`src/rtl/gmii_rx_parser_if.sv`:
```
// Output byte stream of the GMII receive parser.
// srdy/drdy handshake carrying a frame byte plus SOP/EOP/error markers.
interface gmii_rx_parser_if;
  logic       p_srdy;
  logic       p_drdy;
  logic [7:0] p_data;
  logic       p_sop;
  logic       p_eop;
  logic       p_err;

  modport master (
    output p_srdy, p_data, p_sop, p_eop, p_err,
    input  p_drdy
  );

  modport slave (
    input  p_srdy, p_data, p_sop, p_eop, p_err,
    output p_drdy
  );
endinterface

```
`src/rtl/gmii_rx_parser.sv`:
```
// GMII receive parser: strips preamble/SFD, checks and strips FCS,
// buffers frame bytes in a show-ahead FIFO for a stallable consumer.
module gmii_rx_parser #(
  parameter int FIFO_DEPTH = 16,
  parameter int CNT_W      = 16
) (
  input  logic             rx_clk,
  input  logic             reset_n,
  input  logic [7:0]       rxd,
  input  logic             rx_dv,
  gmii_rx_parser_if.master p,
  output logic [CNT_W-1:0] frame_cnt,
  output logic [CNT_W-1:0] crc_err_cnt,
  output logic [CNT_W-1:0] drop_cnt
);

  localparam int          AW      = $clog2(FIFO_DEPTH);
  localparam logic [7:0]  PRE_B   = 8'h55;
  localparam logic [7:0]  SFD_B   = 8'hD5;
  localparam logic [31:0] POLY    = 32'hEDB88320;
  localparam logic [31:0] RESIDUE = 32'hDEBB20E3;

  typedef enum logic [1:0] {
    S_IDLE, S_PRE, S_DATA, S_DROP
  } state_t;

  typedef struct packed {
    logic       sop;
    logic       eop;
    logic       err;
    logic [7:0] data;
  } ent_t;

  function automatic logic [31:0] crc_upd(
    input logic [31:0] c,
    input logic [7:0]  d
  );
    logic [31:0] r;
    r = c;
    for (int i = 0; i < 8; i++)
      r = (r >> 1) ^ ((r[0] ^ d[i]) ? POLY : 32'h0);
    return r;
  endfunction

  state_t            state_q, state_d;
  logic [31:0]       crc_q, crc_d;
  logic [3:0][7:0]   sh_q, sh_d;
  logic [2:0]        shn_q, shn_d;
  logic [7:0]        pend_q, pend_d;
  logic              pv_q, pv_d;
  logic              sop_q, sop_d;
  logic              ovf_q, ovf_d;
  logic              hv_q, hv_d;
  ent_t              hold_q, hold_d;
  logic [CNT_W-1:0]  fcnt_q, fcnt_d;
  logic [CNT_W-1:0]  ecnt_q, ecnt_d;
  logic [CNT_W-1:0]  dcnt_q, dcnt_d;

  ent_t              mem_q [FIFO_DEPTH];
  logic [AW:0]       wp_q, rp_q;
  logic              empty, full, rd, can_wr;
  logic              we, wr_en;
  ent_t              wdat, head;
  logic              sfd, acc, fin, crc_bad;

  assign empty  = (wp_q == rp_q);
  assign full   = ((wp_q ^ rp_q) == {1'b1, {AW{1'b0}}});
  assign rd     = ~empty & p.p_drdy;
  // A read on the same edge frees the slot a full-FIFO write needs.
  assign can_wr = ~full | rd;
  assign wr_en  = we & can_wr;
  assign head   = mem_q[rp_q[AW-1:0]];

  assign p.p_srdy = ~empty;
  assign p.p_data = empty ? 8'h00 : head.data;
  assign p.p_sop  = ~empty & head.sop;
  assign p.p_eop  = ~empty & head.eop;
  assign p.p_err  = ~empty & head.err;

  assign frame_cnt   = fcnt_q;
  assign crc_err_cnt = ecnt_q;
  assign drop_cnt    = dcnt_q;

  always_comb begin
    state_d = state_q;
    crc_d   = crc_q;
    sh_d    = sh_q;
    shn_d   = shn_q;
    pend_d  = pend_q;
    pv_d    = pv_q;
    sop_d   = sop_q;
    ovf_d   = ovf_q;
    hv_d    = hv_q;
    hold_d  = hold_q;
    fcnt_d  = fcnt_q;
    ecnt_d  = ecnt_q;
    dcnt_d  = dcnt_q;
    we      = 1'b0;
    wdat    = '0;
    sfd     = 1'b0;
    acc     = 1'b0;
    fin     = 1'b0;
    crc_bad = (crc_q != RESIDUE);

    if (hv_q && can_wr) begin
      we   = 1'b1;
      wdat = hold_q;
      hv_d = 1'b0;
    end

    unique case (state_q)
      S_IDLE: if (rx_dv) begin
        if (hv_q) begin
          state_d = S_DROP;
          dcnt_d  = dcnt_q + CNT_W'(1);
        end else if (rxd == PRE_B) begin
          state_d = S_PRE;
        end else if (rxd == SFD_B) begin
          state_d = S_DATA;
          sfd     = 1'b1;
        end else begin
          state_d = S_DROP;
          dcnt_d  = dcnt_q + CNT_W'(1);
        end
      end
      S_PRE: begin
        if (!rx_dv) begin
          state_d = S_IDLE;
          dcnt_d  = dcnt_q + CNT_W'(1);
        end else if (rxd == SFD_B) begin
          state_d = S_DATA;
          sfd     = 1'b1;
        end else if (rxd != PRE_B) begin
          state_d = S_DROP;
          dcnt_d  = dcnt_q + CNT_W'(1);
        end
      end
      S_DATA: begin
        if (rx_dv) begin
          acc = 1'b1;
        end else begin
          fin     = 1'b1;
          state_d = S_IDLE;
        end
      end
      S_DROP: if (!rx_dv) state_d = S_IDLE;
    endcase

    if (sfd) begin
      crc_d = 32'hFFFFFFFF;
      shn_d = 3'd0;
      pv_d  = 1'b0;
      sop_d = 1'b1;
      ovf_d = 1'b0;
    end

    // The last four bytes seen are held back until they prove not to be FCS.
    if (acc) begin
      crc_d = crc_upd(crc_q, rxd);
      if (pv_q) begin
        we   = 1'b1;
        wdat = '{sop: sop_q, eop: 1'b0, err: 1'b0, data: pend_q};
        if (can_wr) sop_d = 1'b0;
        else        ovf_d = 1'b1;
      end
      if (shn_q == 3'd4) begin
        pend_d = sh_q[3];
        pv_d   = 1'b1;
      end else begin
        shn_d = shn_q + 3'd1;
      end
      sh_d = {sh_q[2:0], rxd};
    end

    if (fin) begin
      if (pv_q) begin
        we   = 1'b1;
        wdat = '{sop: sop_q, eop: 1'b1, err: crc_bad | ovf_q, data: pend_q};
        if (!can_wr) begin
          hv_d   = 1'b1;
          hold_d = wdat;
        end
        fcnt_d = fcnt_q + CNT_W'(1);
        if (crc_bad) ecnt_d = ecnt_q + CNT_W'(1);
      end else begin
        dcnt_d = dcnt_q + CNT_W'(1);
      end
      pv_d = 1'b0;
    end
  end

  always_ff @(posedge rx_clk or negedge reset_n) begin
    if (!reset_n) begin
      state_q <= S_IDLE;
      crc_q   <= '0;
      sh_q    <= '0;
      shn_q   <= '0;
      pend_q  <= '0;
      pv_q    <= 1'b0;
      sop_q   <= 1'b0;
      ovf_q   <= 1'b0;
      hv_q    <= 1'b0;
      hold_q  <= '0;
      fcnt_q  <= '0;
      ecnt_q  <= '0;
      dcnt_q  <= '0;
      wp_q    <= '0;
      rp_q    <= '0;
    end else begin
      state_q <= state_d;
      crc_q   <= crc_d;
      sh_q    <= sh_d;
      shn_q   <= shn_d;
      pend_q  <= pend_d;
      pv_q    <= pv_d;
      sop_q   <= sop_d;
      ovf_q   <= ovf_d;
      hv_q    <= hv_d;
      hold_q  <= hold_d;
      fcnt_q  <= fcnt_d;
      ecnt_q  <= ecnt_d;
      dcnt_q  <= dcnt_d;
      if (wr_en) wp_q <= wp_q + (AW+1)'(1);
      if (rd)    rp_q <= rp_q + (AW+1)'(1);
    end
  end

  always_ff @(posedge rx_clk) begin
    if (wr_en) mem_q[wp_q[AW-1:0]] <= wdat;
  end

endmodule
```
`src/flat_wrapper.sv`:
```
// flat-port wrapper written by rule: the top's interface ports become plain ports
module gmii_rx_parser_flat 
#(
  parameter int FIFO_DEPTH = 16,
  parameter int CNT_W      = 16
)
  (rx_clk, reset_n, rxd, rx_dv, frame_cnt, crc_err_cnt, drop_cnt, p_p_srdy, p_p_data, p_p_sop, p_p_eop, p_p_err, p_p_drdy);
  gmii_rx_parser_if p_i ();
  input  logic rx_clk;
  input  logic reset_n;
  input  logic [7:0] rxd;
  input  logic rx_dv;
  output logic [CNT_W-1:0] frame_cnt;
  output logic [CNT_W-1:0] crc_err_cnt;
  output logic [CNT_W-1:0] drop_cnt;
  output wire logic [$bits(p_i.p_srdy)-1:0] p_p_srdy;
  output wire logic [$bits(p_i.p_data)-1:0] p_p_data;
  output wire logic [$bits(p_i.p_sop)-1:0] p_p_sop;
  output wire logic [$bits(p_i.p_eop)-1:0] p_p_eop;
  output wire logic [$bits(p_i.p_err)-1:0] p_p_err;
  input wire logic [$bits(p_i.p_drdy)-1:0] p_p_drdy;
  assign p_p_srdy = p_i.p_srdy;
  assign p_p_data = p_i.p_data;
  assign p_p_sop = p_i.p_sop;
  assign p_p_eop = p_i.p_eop;
  assign p_p_err = p_i.p_err;
  assign p_i.p_drdy = p_p_drdy;
  gmii_rx_parser #(.FIFO_DEPTH(FIFO_DEPTH), .CNT_W(CNT_W)) u_core (.rx_clk(rx_clk), .reset_n(reset_n), .rxd(rxd), .rx_dv(rx_dv), .p(p_i), .frame_cnt(frame_cnt), .crc_err_cnt(crc_err_cnt), .drop_cnt(drop_cnt));
endmodule
```
`config.mk`:
```
export PLATFORM = sky130hd
export DESIGN_NAME = gmii_rx_parser_flat
export DESIGN_NICKNAME = d
export VERILOG_FILES = /design/src/rtl/gmii_rx_parser_if.sv /design/src/rtl/gmii_rx_parser.sv /design/src/flat_wrapper.sv
export SDC_FILE = /design/constraint.sdc
export NUM_CORES = 1
export LEC_CHECK = 0
export ABC_AREA = 0
export BUFFER_PORTS_ARGS = -buffer_cell sky130_fd_sc_hd__buf_2
export CORE_MARGIN = 2
export CORE_UTILIZATION = 30
export DETAILED_ROUTE_END_ITERATION = 10
export SLEW_MARGIN = 20
export SYNTH_ARGS = -nofsm -noshare
export SYNTH_HDL_FRONTEND = slang
export SYNTH_SLANG_ARGS = --single-unit
```
`constraint.sdc`:
```
create_clock -name rx_clk -period 4.5 [get_ports rx_clk]
set_input_delay 0.225 -clock rx_clk [delete_from_list [all_inputs] [get_ports rx_clk]]
set_output_delay 0.225 -clock rx_clk [all_outputs]
set_load 0.05 [all_outputs]
```
# Yosys cells after proc, flatten, opt, wreduce, memory -nomap -nowiden
# Memory sizes are Yosys's and may differ from the RTL's.
# Index checks and enable logic that the tools add are counted.
[word_totals] ff_bits=150 latch_bits=0 mem_bits_rw=176 mem_bits_ro=0 inputBits=12 output_inout_bits=60 word_cells=148 mem_count=1
[memory_table] memory="u_core.mem_q" words=16 width=11 read_ports=1 rd_ports_with_merged_regs=0 write_ports=1 line="gmii_rx_parser.sv:59" text="ent_t mem_q [FIFO_DEPTH];"
[classes] addsub=6 multipliers=0 div_mod_pow=0 order_cmp=0 eq_ne=13 shift=0 n_mux=71 n_bitwise=27 n_reduce_logical=9
[ops] op="32-bit two-way mux" n=10
[ops] op="31-bit by 32-bit XOR with 32-bit output" n=8
[ops] op="16-bit two-way mux" n=9
[ops] op="11-bit two-way mux" n=5
[ops] op="16-bit by 1-bit adder with 16-bit output (second input constant)" n=3
[ops] op="1-bit two-way mux" n=33
[ops] op="32-bit != test (second input constant)" n=1
[ops] op="16-bit one-hot mux with 2 select lines" n=1
[ops] op="2-bit two-way mux" n=7
[ops] op="5-bit by 1-bit adder with 5-bit output (second input constant)" n=2
[ops] op="3-bit two-way mux" n=3
[ops] op="3-bit AND reduction" n=3
[ops] op="8-bit by 7-bit equality test with 1-bit output (second input constant)" n=1
[ops] op="8-bit equality test (second input constant)" n=1
[ops] op="8-bit two-way mux" n=1
[ops] op="8-bit by 7-bit != test with 1-bit output (second input constant)" n=1
[ops] op="1-bit XOR" n=8
[ops] op="2-bit one-hot mux with 3 select lines" n=1
[ops] op="1-bit bitwise AND" n=5
[ops] op="5-bit equality test" n=1
[ops] op="5-bit equality test (second input constant)" n=1
[ops] op="5-bit XOR" n=1
[ops] op="2-bit equality test (second input constant)" n=2
[ops] op="2-bit != test (second input constant)" n=2
[ops] op="12 further kinds" n=16

# Logic depth before layout (Yosys ltp)
# Gate-level depths: netlist of the first run.
[depth] ltp_word=25 ltp_mapped=7

# Least setup slack after synthesis of the first run
# Ideal clock, no wire load.
[synth_path] path_kind="reg2reg" startpoint="reg u_core.state_q[0]" endpoint="mem u_core.mem_q[0][0] (netlist bit), enable pin" setup_ns=0.408 arrival_time_ns=2.482 t_required_ns=4.092 setup_slack_ns=1.609 stages_incl_launch_ff=7 period_less_slack_ns=2.891 path_cell_list="dfrtp_1 > clkbuf_1 > nor2b_1 > and2_1 > o32a_1 > clkbuf_1 > nor4bb_1"
[synth_between] elab_chain_len=8 word_cells_on_any_way=9
[synth_lines] item="from (decl)" line="gmii_rx_parser.sv:45" text="state_t state_q, state_d;"
[synth_lines] item="from (signal assigned)" line="gmii_rx_parser.sv:210" text="state_q <= state_d;"
[synth_lines] item="2-bit equality test (*)" line="gmii_rx_parser.sv:111" text="unique case (state_q)"
[synth_lines] item="1-bit two-way mux" line="gmii_rx_parser.sv:111"
[synth_lines] item="1-bit two-way mux" line="gmii_rx_parser.sv:158" text="if (acc) begin"
[synth_lines] item="1-bit two-way mux" line="gmii_rx_parser.sv:176" text="if (pv_q) begin"
[synth_lines] item="1-bit two-way mux (*)" line="gmii_rx_parser.sv:175" text="if (fin) begin"
[synth_lines] item="1-bit bitwise AND (*)" line="gmii_rx_parser.sv:71" text="assign wr_en = we & can_wr;"
[synth_lines] item="1-bit two-way mux (*)" line="gmii_rx_parser.sv:229" text="if (wr_en) mem_q[wp_q[AW-1:0]] <= wdat;"
[synth_lines] item="1-bit two-way mux (implied by the code) (*)" line="gmii_rx_parser.sv:229"
[synth_lines] item="to (decl)" line="gmii_rx_parser.sv:59"
# Mark *: on every way between the ends. The rest lies on a longest branch, timed or not.

# Worst setup path in the final report of the first run
[layout_path] startpoint="reg u_core.rp_q[0]" endpoint="out p_p_data[5]"
[layout_between] elab_chain_len=2 word_cells_on_any_way=3
[layout_lines] item="from (decl)" line="gmii_rx_parser.sv:60" text="logic [AW:0] wp_q, rp_q;"
[layout_lines] item="from (signal assigned)" line="gmii_rx_parser.sv:224" text="if (rd) rp_q <= rp_q + (AW+1)'(1);"
[layout_lines] item="memory read 16 x 11 bit or 5-bit equality test (tied branches)"
[layout_lines] item="8-bit two-way mux (*)" line="gmii_rx_parser.sv:75" text="assign p.p_data = empty ? 8'h00 : head.data;"
[layout_lines] item="to (decl)" line="flat_wrapper.sv:17" text="output wire logic [$bits(p_i.p_data)-1:0] p_p_data;"
# Marked as above.

==> results of run 1 <==
-- critical path, cell delays in order (launching register included) --
cell     delay, ns
dfrtp_2       0.36
buf_4         0.73
mux4_2        0.64
mux4_2        0.51
and2_1        0.20
buf_2         0.21
-- through the flow --
step / setup WS [ns] / utilization / instance area, sq um
global route: 0.882 / 0.352 / 16700
global placement: 1.26 / 0.326 / 15500
floorplan: 1.61 / - / 14400
CTS: 0.956 / 0.351 / 16700
detailed placement: 1.11 / 0.326 / 15500
finish: 1.08 / 0.352 / 16700
-- worst paths after layout --
path / from / endpoint / slack, ns / cells past startpoint
max: u_core.rp_q[0] / p_p_data[5] / 1.08 / 5
min: p_p_drdy / u_core.rp_q[0] / 0.08 / 3
max reg2reg: u_core.state_q[1] / u_core.mem_q[15][8] / 1.24 / 4
min in group asynchronous: reset_n / u_core.crc_err_cnt[3] / 0.31 / 2
max in group asynchronous: reset_n / u_core.hold_q[0] / 3.13 / 3
min reg2reg: u_core.sh_q[22] / u_core.sh_q[30] / 0.46 / 2
-- sequential cells by signal, indices dropped and copies added (netlist names) --
name	count
u_core.crc_err_cnt	16
u_core.crc_q	32
u_core.drop_cnt	16
u_core.frame_cnt	16
u_core.hold_q	11
u_core.hv_q	1
u_core.mem_q	176
u_core.ovf_q	1
u_core.pend_q	8
u_core.pv_q	1
u_core.rp_q	5
u_core.sh_q	32
u_core.shn_q	3
u_core.sop_q	1
u_core.state_q	2
u_core.wp_q	5
-- layer usage --
layer  share of wire  routed length [microns]  vias to the layer above
met5               0                        0                        -
met3           0.042                     1300                       42
met2            0.47                    14600                      172
met1            0.47                    14400                     4271
met4           0.017                      526                        0
li1                -                        -                     3873
-- where the power goes --
part           switching (W)  leakage, nW  internal, W  total (W)
sequential          0.000382         3.83      0.00350    0.00388
combinational        0.00186         2.39      0.00162    0.00348
clock                0.00117        0.562      0.00166    0.00283
-- layout by cell type, fill, tap and decap left out, types with 3 or more instances in the layout --
cell type	synthesis	routed
a21oi_1	13	13
a22o_1	9	9
a2bb2oi_1	16	16
a31oi_1	8	8
and2_1	16	16
and3_1	10	10
and4_1	8	8
and4b_1	9	9
buf_2	10	70
buf_4	0	15
clkbuf_1	31	9
clkbuf_16	0	36
clkbuf_8	1	3
clkinv_1	0	4
clkinv_2	0	6
dfrtp_1	150	148
dlygate4sd3_1	0	9
edfxtp_1	176	176
ha_1	10	10
inv_1	16	16
mux2_2	21	21
mux2i_1	4	4
mux4_2	55	55
nand2_1	132	132
nand2b_1	3	3
nand3_1	25	25
nand4_1	18	18
nand4b_1	6	6
nor2_1	21	20
nor3_1	5	5
nor3b_1	4	3
nor4_1	4	4
nor4bb_2	0	4
o211ai_1	3	3
o21ai_0	15	15
o22a_1	16	16
xnor2_1	87	87
xnor2_4	3	3
xnor3_1	3	3
xor2_1	26	26
-- layout make-up --
cell class / instances / area [sq um] / share of cell area
tap: 615 / 769 / 0.0460
sequential: 326 / 9040 / 0.541
clock inverter: 16 / 163 / 0.00973
timing repair buffer: 95 / 564 / 0.0338
inverter: 16 / 60.1 / 0.00359
multi-input combinational: 598 / 5140 / 0.308
clock buffer: 48 / 976 / 0.0584
-- timing repair --
| item | in CTS | in global routing |
|---|---|---|
| endpoints found under the setup margin | 0 | 0 |
| endpoints found under the hold margin | 87 | 0 |
| gates resized for setup | 0 | 0 |
| hold buffers | 9 | 0 |
-- cell families (layout without fill, tap and decap cells) --
group                    Yosys count  in the layout  synth area share
adder cells (fa/ha/maj)           10             10           0.00869
AO/OA/AOI/OAI                    106            106            0.0563
AND/OR/NAND/NOR                  280            280             0.102
XOR/XNOR                         122            122            0.0825
buffers and inverters             62            175            0.0182
multiplexers                      80             80             0.105
flip-flops                       326            326             0.627
==> reports/metrics.sh, run 1 <==
YOSYS.AREA.TOP_TYPE='edfxtp_1'
TIMING_HOLD_VIOLATIONS_FINAL=0
WORSTSETUPENDPOINTTYPE='primary output'
DIEAREA_SQ_MM=0.0498
TRITONCTS.NUM_BUFFERS=35
POST-PLACE-CELLS=1641
TOP_LEVEL_PORTS=72
CRIT_REQUIRED_NS=4.28
TIMING.CRITICAL_PATH.ARRIVAL_NS=3.20
SYNTH.YOSYS.WARNINGS=0
MAX-CLOCK-PATH-BUFFERS=3
CORE_REGION_AREA_SQ_MM=0.0475
WORST_PIN_SLEW_NS=0.999
GR-USAGE-MET1=0.177
TOTAL_OF_BUFFERS_PLACED_ON_INPUT_AND_OUTPUT_PORTS=71
SYNTH_CELL_TYPES=68
CLOCK-SKEW-FINAL_NS=0.0167
DRT_ANTENNA_NET_COUNT=0
YS_SEQ_ELEMENTS=326
WORST_SETUP_PATH_START_KIND='flop'
CLOCK-SINKS=326
SUM_OF_ROUTED_WIRE_LENGTH_OVER_ALL_LAYERS_MICRONS=30800
OUTCOME='finished, final reports clean'
SYNTH.TOP_CELLS.BY_AREA='edfxtp_1 (37%), dfrtp_1 (26%), mux4_2 (8.6%)'
POST_DRT_VIA_CELL_RATIO=4.88
DIODES=0
LAYOUTNONFILLERINSTCOUNT=1714
GR_OVFL_TOTAL=0
GROUTE.LAYER.MET2.USAGE=0.201
MAX_CLOCK_FREQ_GHz=0.292
DIE_W_MICRONS=223
POST-SYNTH-TOP-COUNT-CELL='edfxtp_1'
PIN_COUNT_OF_THE_BIGGEST_NET_ENTERING_GLOBAL_ROUTING=82
HP-CLASS='input pin to flop'
SYNTH-EDFF-COUNT=176
MAX-CAP-VIOLATIONS=0
INITIAL_ANTENNA_VIOLATION_COUNT=0
DETAILROUTE.VIA_COUNT=8358
DRTITER0DRC=568
SYNTH_TOP_FLOP_CELL='edfxtp_1'
P_LEAK_nW=6.78
CLK_PIN_SLEW_WORST_PATHS_NS=0.06
PLACE.DETAILED.HPWL_MICRONS=19500
H-TREE-DEPTH=2
POST-CTS-SETUP-BUFFERS=0
MAPPED_CELLS=986
GRT_SETUP_UNREPAIRED='false'
VDD_DROP_MAX_uV=464
SETUP.WORST_PATH.CLASS='flop to primary output'
MAXSLEWHEADROOM=0.329
FINALSETUPTNS_NS=0
VERTICAL_DIE_DIMENSION_MICRONS=223
GRT_TOTAL_USAGE=0.125
FINALPOWER_W=0.0102
WORST_SKEW_PAIR.LATE_LATENCY_NS=0.54
ASYNCSETRESETFLOPFRACSYNTH=0.460
TIMING.HOLD.WS_NS=0.0776
CTS_TREE='built'
FINALNETCOUNT=1094
CTSROOTBUFFERMASTER='clkbuf_16'
NUM_ROWS=80
NFILLCELLS=4501
GLOBALROUTE.BUSIESTLAYER='met2'
GRTUSAGEMET3=0.0207
DRCVIOLATIONCOUNT=0
DRT_FIRST_PASS_ITERS=5
FLOORPLAN.INITIALDENSITY=0.303
SYN-CELL-AREA_SQ_MM=0.0144
GRT_FIRST_PASS_WIRELENGTH_MICRONS=48800
FRACTION_OF_FINAL_LAYOUT_CELLS_WITH_DRIVE_STRENGTH_GREATER_THAN_1=0.217
GP_ROUTABILITY_CONGESTION=0.771
NETLIST.AREA_LEADER.SHARE=0.367
DRT-WIRELENGTH-PER-CELL_MICRONS=18.0
PERIOD_UTILIZATION=0.761
SYNTH_TOP_CELLS_BY_COUNT='edfxtp_1 (176), dfrtp_1 (150), nand2_1 (132)'
SYNTH_SEQUENTIAL_AREA_RATIO=0.627
SETUP_FAILING_EPS_FINAL=0
TIMING_MAX_TRANSITION_VIOLATIONS_FINAL=0
SYNTH_AREA_PER_CELL_SQ_UM=14.6
POWERDENSITY_mW_PER_MM2=610
CRITPATHMAXFANOUT=47
PERIOD_NEEDED_NS=3.42
AREA_GROWTH_PCT=16.0
POSTSYNTHNETCOUNT=1008
VIAS_IN_THE_FIRST_GLOBAL_ROUTE=8456
(Power assumes the default switching activity.)
==> run 2: changes to the inputs <==
==> constraint.sdc (replaced) <==
create_clock -name rx_clk -period 3 [get_ports rx_clk]
set_input_delay 0.15 -clock rx_clk [delete_from_list [all_inputs] [get_ports rx_clk]]
set_output_delay 0.15 -clock rx_clk [all_outputs]
set_load 0.05 [all_outputs]
==> run 2 against run 1 <==
  * Cell count grew 0.93%
  * Die area unchanged
  * Sequential share of layout area shrank 0.56 points
  * Global-route usage is 0.51 points higher
  * Critical path depth stayed put
  * Sequential power rose by 49%
  * First-iteration DRC count down 4.2%
  * Worst setup slack lost 1.0 ns
  * Clock power rose by 51%
  * Design area rose by 1.0%
  * Routed wire length rose by 4.1%
  * Power increased by 52%
  * Critical path type unchanged
  * Critical endpoint unchanged
  * Largest cell class unchanged
==> reports/metrics.sh, run 2 (same netlist as run 1, synthesis figures left out) <==
P_LEAK_nW=6.87
OUTCOME='finished, final reports clean'
WORST_PIN_SLEW_NS=0.813
TRITONCTS.NUM_BUFFERS=36
MAX-CAP-VIOLATIONS=0
DRT-WIRELENGTH-PER-CELL_MICRONS=18.5
DIE_W_MICRONS=223
CTSROOTBUFFERMASTER='clkbuf_16'
GRT_SETUP_UNREPAIRED='true'
MAXSLEWHEADROOM=0.456
INITIAL_ANTENNA_VIOLATION_COUNT=0
WORST_SETUP_PATH_START_KIND='flop'
DRT_ANTENNA_NET_COUNT=0
SUM_OF_ROUTED_WIRE_LENGTH_OVER_ALL_LAYERS_MICRONS=32100
FIN_WS_NS=0.0795
CTS_TREE='built'
SETUP.WORST_PATH.CLASS='flop to primary output'
H-TREE-DEPTH=2
VIAS_IN_THE_FIRST_GLOBAL_ROUTE=8669
TIMING.CRITICAL_PATH.ARRIVAL_NS=2.77
FINALPOWER_W=0.0155
CLK_PIN_SLEW_WORST_PATHS_NS=0.06
POWERDENSITY_mW_PER_MM2=916
AREA_GROWTH_PCT=17.2
DETAILROUTE.VIA_COUNT=8466
VDD_DROP_MAX_uV=526
TIMING_MAX_TRANSITION_VIOLATIONS_FINAL=0
MAX_CLOCK_FREQ_GHz=0.342
FLOORPLAN.INITIALDENSITY=0.303
DRTITER0DRC=544
MAX-CLOCK-PATH-BUFFERS=3
HP-CLASS='input pin to asynchronous set/reset pin'
LARGEST_REGISTER_FFS=176
FINALSETUPTNS_NS=0
PERIOD_UTILIZATION=0.974
WORST_SKEW_PAIR.LATE_LATENCY_NS=0.56
LAYOUT_COMMON_CELLS='edfxtp_1 (176), dfrtp_1 (148), nand2_1 (132), xnor2_1 (87), buf_2 (70)'
CLOCK-SKEW-FINAL_NS=0.0301
PRECTSSETUPSLACK_NS=0.418
FINALNETCOUNT=1110
PIN_COUNT_OF_THE_BIGGEST_NET_ENTERING_GLOBAL_ROUTING=68
CRIT_REQUIRED_NS=2.85
SEQUENTIAL_CELL_AREA_SQ_MM=0.00904
DIODES=0
PERIOD_NEEDED_NS=2.92
DIEAREA_SQ_MM=0.0498
CRITPATHMAXFANOUT=24
SETUP_FAILING_EPS_FINAL=0
LAYOUT_COMMONEST_CELL='edfxtp_1'
FINAL_CORE_UTIL=0.355
FRACTION_OF_FINAL_LAYOUT_CELLS_WITH_DRIVE_STRENGTH_GREATER_THAN_1=0.228
POST_DRT_VIA_CELL_RATIO=4.89
MULTI_INPUT_AREA_SQ_MM=0.00514
TOTAL_OF_BUFFERS_PLACED_ON_INPUT_AND_OUTPUT_PORTS=71
GRT_TOTAL_USAGE=0.130
TOP_LEVEL_PORTS=72
VERTICAL_DIE_DIMENSION_MICRONS=223
NFILLCELLS=4552
NUM_ROWS=80
GRT_FIRST_PASS_WIRELENGTH_MICRONS=50400
TIMING_HOLD_VIOLATIONS_FINAL=0
DRT_FIRST_PASS_ITERS=5
DRCVIOLATIONCOUNT=0
CLOCK-SINKS=326
GR_OVFL_TOTAL=0
PLACE.DETAILED.HPWL_MICRONS=19700
WORSTSETUPENDPOINTTYPE='primary output'
CORE_REGION_AREA_SQ_MM=0.0475
GP_ROUTABILITY_CONGESTION=0.800
-- run 2: path summary, 6_finish.rpt --
check                                start                      to  slack, ns  cells past startpoint
setup / recovery            u_core.rp_q[0]             p_p_data[5]       0.08                      5
hold / removal                     reset_n  u_core.crc_err_cnt[15]       0.16                      2
setup reg to reg            u_core.rp_q[0]     u_core.mem_q[9][10]       0.58                      4
hold reg to reg            u_core.sh_q[19]         u_core.sh_q[27]       0.45                      2
max in group asynchronous          reset_n        u_core.crc_q[27]       1.99                      3
min in group rx_clk        u_core.sh_q[19]         u_core.sh_q[27]       0.45                      2
-- run 2: repair_timing --
item | 4_1_cts | 5_1_grt
hold buffers | 11 | 0
hold endpoints to repair | 76 | 0
setup endpoints to repair | 3 | 8
resized for setup | 2 | 0
cloned | 0 | 1
setup buffers | 0 | 0
-- run 2: metrics by stage --
step | area, sq um | hold WS (ns) | cells
final | 16900 | 0.159 | 1730
after global routing | 16900 | 0.208 | 1730
after CTS | 16900 | 0.185 | 1729
after detailed placement | 15600 | 0.196 | 1653
after global placement | 15600 | 0.196 | 1653
after floorplan | 14400 | -0.146 | 986
-- run 2: final cells by class --
cell class / instances / share of cell area
Tap cell: 615 / 0.0456
Clock inverter: 13 / 0.00763
Sequential cell: 326 / 0.535
Clock buffer: 52 / 0.0599
Timing Repair Buffer: 110 / 0.0436
Multi-Input combinational cell: 598 / 0.305
Inverter: 16 / 0.00356
-- run 2: where the power goes --
part / leakage, nW / total (W) / switching, W / internal (W)
combinational: 2.49 / 0.00543 / 0.00288 / 0.00254
clock: 0.558 / 0.00427 / 0.00181 / 0.00246
sequential: 3.83 / 0.00578 / 0.000530 / 0.00525
total: 6.87 / 0.0155 / 0.00523 / 0.0103
-- run 2: routing by layer --
| metal | share of wire | global-route usage |
|---|---|---|
| met4 | 0.021 | 0.0390 |
| met5 | 0 | 0 |
| met3 | 0.045 | 0.0249 |
| met2 | 0.47 | 0.210 |
| met1 | 0.47 | 0.178 |
-- run 2: critical path: stages (launching register included) --
cell	delay [ns]
dfrtp_2	0.50
buf_16	0.25
mux4_2	0.53
mux4_2	0.49
and2_1	0.20
buf_2	0.22
